===== src/rtl/rip_csr_unit.sv =====
// Machine-mode CSR unit: CSR read-modify-write, ECALL/EBREAK/MRET/illegal traps, PC redirect.
// Optional 64-bit mcycle/minstret counters are enabled with `define RIP_CSR_COUNTERS_EN.
`timescale 1ns/1ps

package rip_type;
   typedef struct packed {
      logic ecall;
      logic ebreak;
      logic mret;
      logic csrrw;
      logic csrrs;
      logic csrrc;
      logic csrrwi;
      logic csrrsi;
      logic csrrci;
   } inst_t;

   typedef struct packed {
      logic [31:0] mstatus;
      logic [31:0] mtvec;
      logic [31:0] mepc;
      logic [31:0] mcause;
   } csr_t;
endpackage

module rip_csr_unit #(
   parameter logic [31:0] RESET_MTVEC = 32'h0000_0000
) (
   input  logic              clk,
   input  logic              rst,
   input  logic              valid,
   input  rip_type::inst_t   inst,
   input  logic [31:0]       pc,
   input  logic [11:0]       csr_addr,
   input  logic [4:0]        rs1_idx,
   input  logic [31:0]       rs1_data,
   input  logic              retire,
   output logic [31:0]       rdata,
   output logic              rdata_valid,
   output rip_type::csr_t    csr,
   output logic              trap_valid,
   output logic [31:0]       trap_pc
);

   typedef enum logic {ST_READY = 1'b0, ST_REDIRECT = 1'b1} state_e;

   state_e      state_q, state_d;
   logic        mie_q, mie_d, mpie_q, mpie_d;
   logic [31:0] mtvec_q, mtvec_d, mepc_q, mepc_d, mcause_q, mcause_d;
   logic [31:0] rdata_q, rdata_d, trap_pc_q, trap_pc_d;
   logic        rdata_valid_q, rdata_valid_d, trap_valid_q, trap_valid_d;

   logic        csr_op_s, imm_s, wr_en_s, mapped_s, ro_s, illegal_s, trap_s;
   logic [31:0] src_s, old_s, new_s, cause_s, mstatus_s;

`ifdef RIP_CSR_COUNTERS_EN
   logic [63:0] mcycle_q, minstret_q;
   logic        unused_s;
   assign unused_s = ^pc[1:0];

   // Free-running counters; reads see the value before this cycle's increment.
   always_ff @(posedge clk) begin
      if (rst) begin
         mcycle_q   <= 64'd0;
         minstret_q <= 64'd0;
      end else begin
         mcycle_q   <= mcycle_q + 64'd1;
         minstret_q <= minstret_q + {63'd0, retire};
      end
   end
`else
   logic        unused_s;
   assign unused_s = ^{pc[1:0], retire};
`endif

   assign mstatus_s = {19'd0, 2'b11, 3'd0, mpie_q, 3'd0, mie_q, 3'd0};

   // Operand selection, read mux and the read-modify-write value.
   always_comb begin
      csr_op_s = inst.csrrw | inst.csrrs | inst.csrrc | inst.csrrwi | inst.csrrsi | inst.csrrci;
      imm_s    = inst.csrrwi | inst.csrrsi | inst.csrrci;
      src_s    = imm_s ? {27'd0, rs1_idx} : rs1_data;
      wr_en_s  = inst.csrrw | inst.csrrwi | (rs1_idx != 5'd0);
      mapped_s = 1'b1;
      ro_s     = 1'b0;
      case (csr_addr)
         12'h300: old_s = mstatus_s;
         12'h305: old_s = mtvec_q;
         12'h341: old_s = mepc_q;
         12'h342: old_s = mcause_q;
`ifdef RIP_CSR_COUNTERS_EN
         12'hB00: begin old_s = mcycle_q[31:0];    ro_s = 1'b1; end
         12'hB80: begin old_s = mcycle_q[63:32];   ro_s = 1'b1; end
         12'hB02: begin old_s = minstret_q[31:0];  ro_s = 1'b1; end
         12'hB82: begin old_s = minstret_q[63:32]; ro_s = 1'b1; end
`endif
         default: begin old_s = 32'd0; mapped_s = 1'b0; end
      endcase
      illegal_s = csr_op_s & (~mapped_s | (ro_s & wr_en_s));
      if (inst.csrrw | inst.csrrwi) begin
         new_s = src_s;
      end else if (inst.csrrs | inst.csrrsi) begin
         new_s = old_s | src_s;
      end else begin
         new_s = old_s & ~src_s;
      end
   end

   // Next-state: priority ECALL > EBREAK > MRET > illegal > CSR op; REDIRECT squashes input.
   always_comb begin
      state_d       = state_q;
      mie_d         = mie_q;
      mpie_d        = mpie_q;
      mtvec_d       = mtvec_q;
      mepc_d        = mepc_q;
      mcause_d      = mcause_q;
      rdata_d       = rdata_q;
      rdata_valid_d = 1'b0;
      trap_valid_d  = 1'b0;
      trap_pc_d     = trap_pc_q;
      trap_s        = 1'b0;
      cause_s       = 32'd0;
      if (state_q == ST_REDIRECT) begin
         state_d = ST_READY;
      end else if (valid) begin
         if (inst.ecall) begin
            trap_s  = 1'b1;
            cause_s = 32'd11;
         end else if (inst.ebreak) begin
            trap_s  = 1'b1;
            cause_s = 32'd3;
         end else if (inst.mret) begin
            mie_d        = mpie_q;
            mpie_d       = 1'b1;
            trap_valid_d = 1'b1;
            trap_pc_d    = mepc_q;
            state_d      = ST_REDIRECT;
         end else if (illegal_s) begin
            trap_s  = 1'b1;
            cause_s = 32'd2;
         end else if (csr_op_s) begin
            rdata_valid_d = 1'b1;
            rdata_d       = old_s;
            if (wr_en_s) begin
               case (csr_addr)
                  12'h300: begin mie_d = new_s[3]; mpie_d = new_s[7]; end
                  12'h305: mtvec_d  = {new_s[31:2], 2'b00};
                  12'h341: mepc_d   = {new_s[31:2], 2'b00};
                  12'h342: mcause_d = new_s;
                  default: begin end
               endcase
            end else begin
            end
         end else begin
         end
         if (trap_s) begin
            mepc_d       = {pc[31:2], 2'b00};
            mcause_d     = cause_s;
            mpie_d       = mie_q;
            mie_d        = 1'b0;
            trap_valid_d = 1'b1;
            trap_pc_d    = {mtvec_q[31:2], 2'b00};
            state_d      = ST_REDIRECT;
         end else begin
         end
      end else begin
      end
   end

   // State and architectural register update.
   always_ff @(posedge clk) begin
      if (rst) begin
         state_q       <= ST_READY;
         mie_q         <= 1'b0;
         mpie_q        <= 1'b0;
         mtvec_q       <= {RESET_MTVEC[31:2], 2'b00};
         mepc_q        <= 32'd0;
         mcause_q      <= 32'd0;
         rdata_q       <= 32'd0;
         rdata_valid_q <= 1'b0;
         trap_valid_q  <= 1'b0;
         trap_pc_q     <= 32'd0;
      end else begin
         state_q       <= state_d;
         mie_q         <= mie_d;
         mpie_q        <= mpie_d;
         mtvec_q       <= mtvec_d;
         mepc_q        <= mepc_d;
         mcause_q      <= mcause_d;
         rdata_q       <= rdata_d;
         rdata_valid_q <= rdata_valid_d;
         trap_valid_q  <= trap_valid_d;
         trap_pc_q     <= trap_pc_d;
      end
   end

   assign rdata       = rdata_q;
   assign rdata_valid = rdata_valid_q;
   assign trap_valid  = trap_valid_q;
   assign trap_pc     = trap_pc_q;
   assign csr         = '{mstatus: mstatus_s, mtvec: mtvec_q, mepc: mepc_q, mcause: mcause_q};

endmodule


===== config.mk =====
export PLATFORM = sky130hd
export DESIGN_NAME = rip_csr_unit
export DESIGN_NICKNAME = d
export VERILOG_FILES = /design/src/rtl/rip_csr_unit.sv
export SDC_FILE = /design/constraint.sdc
export NUM_CORES = 1
export LEC_CHECK = 0
export CAP_MARGIN = 5
export CORE_UTILIZATION = 57
export DETAILED_ROUTE_END_ITERATION = 8
export DONT_BUFFER_PORTS = 1
export PLACE_DENSITY = 0.82
export REMOVE_ABC_BUFFERS = 1
export SLEW_MARGIN = 10
export SYNTH_ARGS = -nofsm -noshare
export SYNTH_HDL_FRONTEND = slang
export SYNTH_SLANG_ARGS = --single-unit

===== constraint.sdc =====
create_clock -name clk -period 2.8 [get_ports clk]
set_input_delay 0.56 -clock clk [delete_from_list [all_inputs] [get_ports clk]]
set_output_delay 0.56 -clock clk [all_outputs]
set_load 0.03 [all_outputs]

==> qor.csv <==
metric,value,unit
status,completed,
"FF+latch count, synth",158,
Rows,41,
starting density of the core,59.6,%
Synth async-reset ratio,0,%
worst vdd ir,0.343,mV
post-CTS setup buffer count,0,
worst hold margin,0.197,ns
synth unique cells,49,
Die Y,118,um
cell with the most instances after synthesis,nand2_1,
crit share post-route,84.0,%
RSZ-0062 raised after global routing,false,
placed cell area,7780,sq um
hpwl dp,15400,um
Routed Antenna Nets,0,
global-route usage over all layers,33.6,%
largest net degree at the start of global routing,132,
Synth top area share,41.4,%
"Clk Latency, worst-skew pair",0.42,ns
setup violators final,0,
CORE AREA,12800,sq um
"EDFF count, synth",0,
number of diodes,0,
drt first pass iters,6,
# IOs,288,
max_cap viols,0,
WP data required,3.16,ns
die area,13900,sq um
port bufs,0,
initial DRC count,943,
Syn Inst Count,948,
H-tree depth,4,
CTS tree,built,
Max Root-Sink Buffers,2,
dpl cells,1067,
Avg Vias per Cell,6.63,
final net count,1008,
register area,3160,sq um
Root Driver,clkbuf_16,
"Power, Total",5.42,mW
leading area contributor after synthesis,dfxtp_1,
via count,7277,
GP Congestion,0.874,
synth top area cells,"dfxtp_1, nand2_1, a21oi_1",
fin cells,1097,
Fillers,1071,
Rel. slew slack,34.0,%
"critical path fanouts, max",28,
Max Slew Vio Count,0,
first-pass GRT wire length,37100,um
Hold WC Path Type,input port to register,
Worst EP arrival,2.71,ns
total grt overflow,0,
cts bufs inserted,17,
Worst Skew,0.0115,ns
CP Capture Type,register,
PD cells,644,nW/um^2
die width,118,um
drt drc,0,
area delta synth->final,10.0,%
count of final hold-check violations,0,
register area share after synthesis,41.4,%
multi-input combinational cell area,4080,sq um
clock sink count,158,
fmax,425,MHz
Finished Cell Area,8410,sq um
final WL,24000,um
antenna violations before repair,0,
average cell area after synthesis,8.07,sq um
Startpoint Class,input port,
P_leak,2.83,nW
Routed wire per std cell,21.9,um
Synth top cells by count,"nand2_1, dfxtp_1, a21oi_1",
ys flop type,dfxtp_1,
"Clk pin slew, worst setup/hold paths",0.06,ns
Tightest Pin Transition,0.988,ns
share of cells above drive strength 1,8.86,%
Syn. warnings,0,
vias in the first global route,6894,
netlist area before placement,7650,sq um
worst setup path category,input port to register,
Tmin final,2.35,ns
"Hold-fix buffers, CTS",0,
cts repair resizes,0,
[registers in the layout, indices dropped and copies added, names as in the netlist]
register,flops
mcause_q,32
mpie_q,1
trap_pc,30
rdata,32
rdata_valid,1
trap_valid,1
mepc_q,30
mie_q,1
mtvec_q,30
[placed cells by master, fill, tap and decap left out, types with 2 or more instances in the layout]
| master | instances |
|---|---|
| a211oi_1 | 2 |
| nor4_1 | 2 |
| nand2b_1 | 3 |
| a2bb2oi_1 | 2 |
| a211o_1 | 25 |
| a31oi_1 | 3 |
| o31ai_1 | 4 |
| nor2_1 | 72 |
| conb_1 | 36 |
| nand2_1 | 207 |
| a21oi_1 | 112 |
| clkbuf_16 | 17 |
| buf_12 | 5 |
| a22o_1 | 2 |
| a31o_2 | 2 |
| and2_1 | 3 |
| a21o_1 | 4 |
| buf_4 | 29 |
| bufinv_16 | 5 |
| nor2b_1 | 4 |
| a21oi_4 | 2 |
| or2_2 | 2 |
| or3_1 | 30 |
| nor4bb_4 | 3 |
| dfxtp_1 | 158 |
| a222oi_1 | 26 |
| clkinv_2 | 3 |
| o21ai_0 | 3 |
| nand4_1 | 5 |
| a311oi_1 | 30 |
| nor3_1 | 8 |
| nand3_1 | 11 |
| a22oi_1 | 8 |
| mux2i_1 | 39 |
| inv_1 | 2 |
| clkinvlp_4 | 2 |
| o2bb2ai_1 | 31 |
[final cells by class]
class,count,area share (%)
flip-flops and latches,158,37.6
clock inverters,11,2.25
clock buffers,19,5.27
well taps,172,2.56
repair buffers,34,3.78
multi-input cells,701,48.5
inverters,2,0.0892
[path summary, 6_finish.rpt]
check / from / endpoint / slack, ns / cells after the start
max reg2reg: trap_valid / mepc_q[3] / 0.71 / 5
max: inst[4] / rdata[17] / 0.45 / 7
min reg2reg: rdata[29] / rdata[29] / 0.60 / 2
min: rst / rdata[28] / 0.20 / 1
[per-stage QoR]
step	util [%]	setup TNS (ns)	setup slack [ns]
after floorplan	-	-389.16	-5.01
after global placement	60.7	0	0.0843
after detailed placement	60.7	0	0.0368
after CTS	65.6	0	0.477
after global routing	65.6	0	0.331
final	65.6	0	0.449
[per-layer routing]
metal	share of wire, %	vias to the layer above	global-route usage (%)
met5	0	-	0
met3	12	61	10.4
met4	2.4	0	14.3
li1	-	3287	-
met2	48	518	54.7
met1	38	3411	41.0
[worst max-delay path: stages]
cell and delay (ns):
or3_1 0.41, or2_1 0.26, a2bb2oi_2 0.20, or3_2 0.52, buf_4 0.25, or3_1 0.34
a21oi_1 0.14
[power by group]
group | switching (mW) | internal [mW]
Combinational | 0.278 | 0.122
Clock | 0.923 | 1.59
Sequential | 0.189 | 2.31
Total | 1.39 | 4.03
[logic make-up (layout without fill, tap and decap cells)]
family / Yosys count / count (layout) / synth area share, %
and+or+nand+nor: 359 / 359 / 20.1
DFF: 158 / 158 / 41.4
AOI/OAI and AO/OA: 265 / 265 / 24.7
muxes: 40 / 40 / 5.25
xor gates and xnor gates: 1 / 1 / 0.115
buffers and inverters: 123 / 66 / 8.36
other: 2 / 36 / 0.0982
No activity file was read; power rests on OpenSTA's default activity.
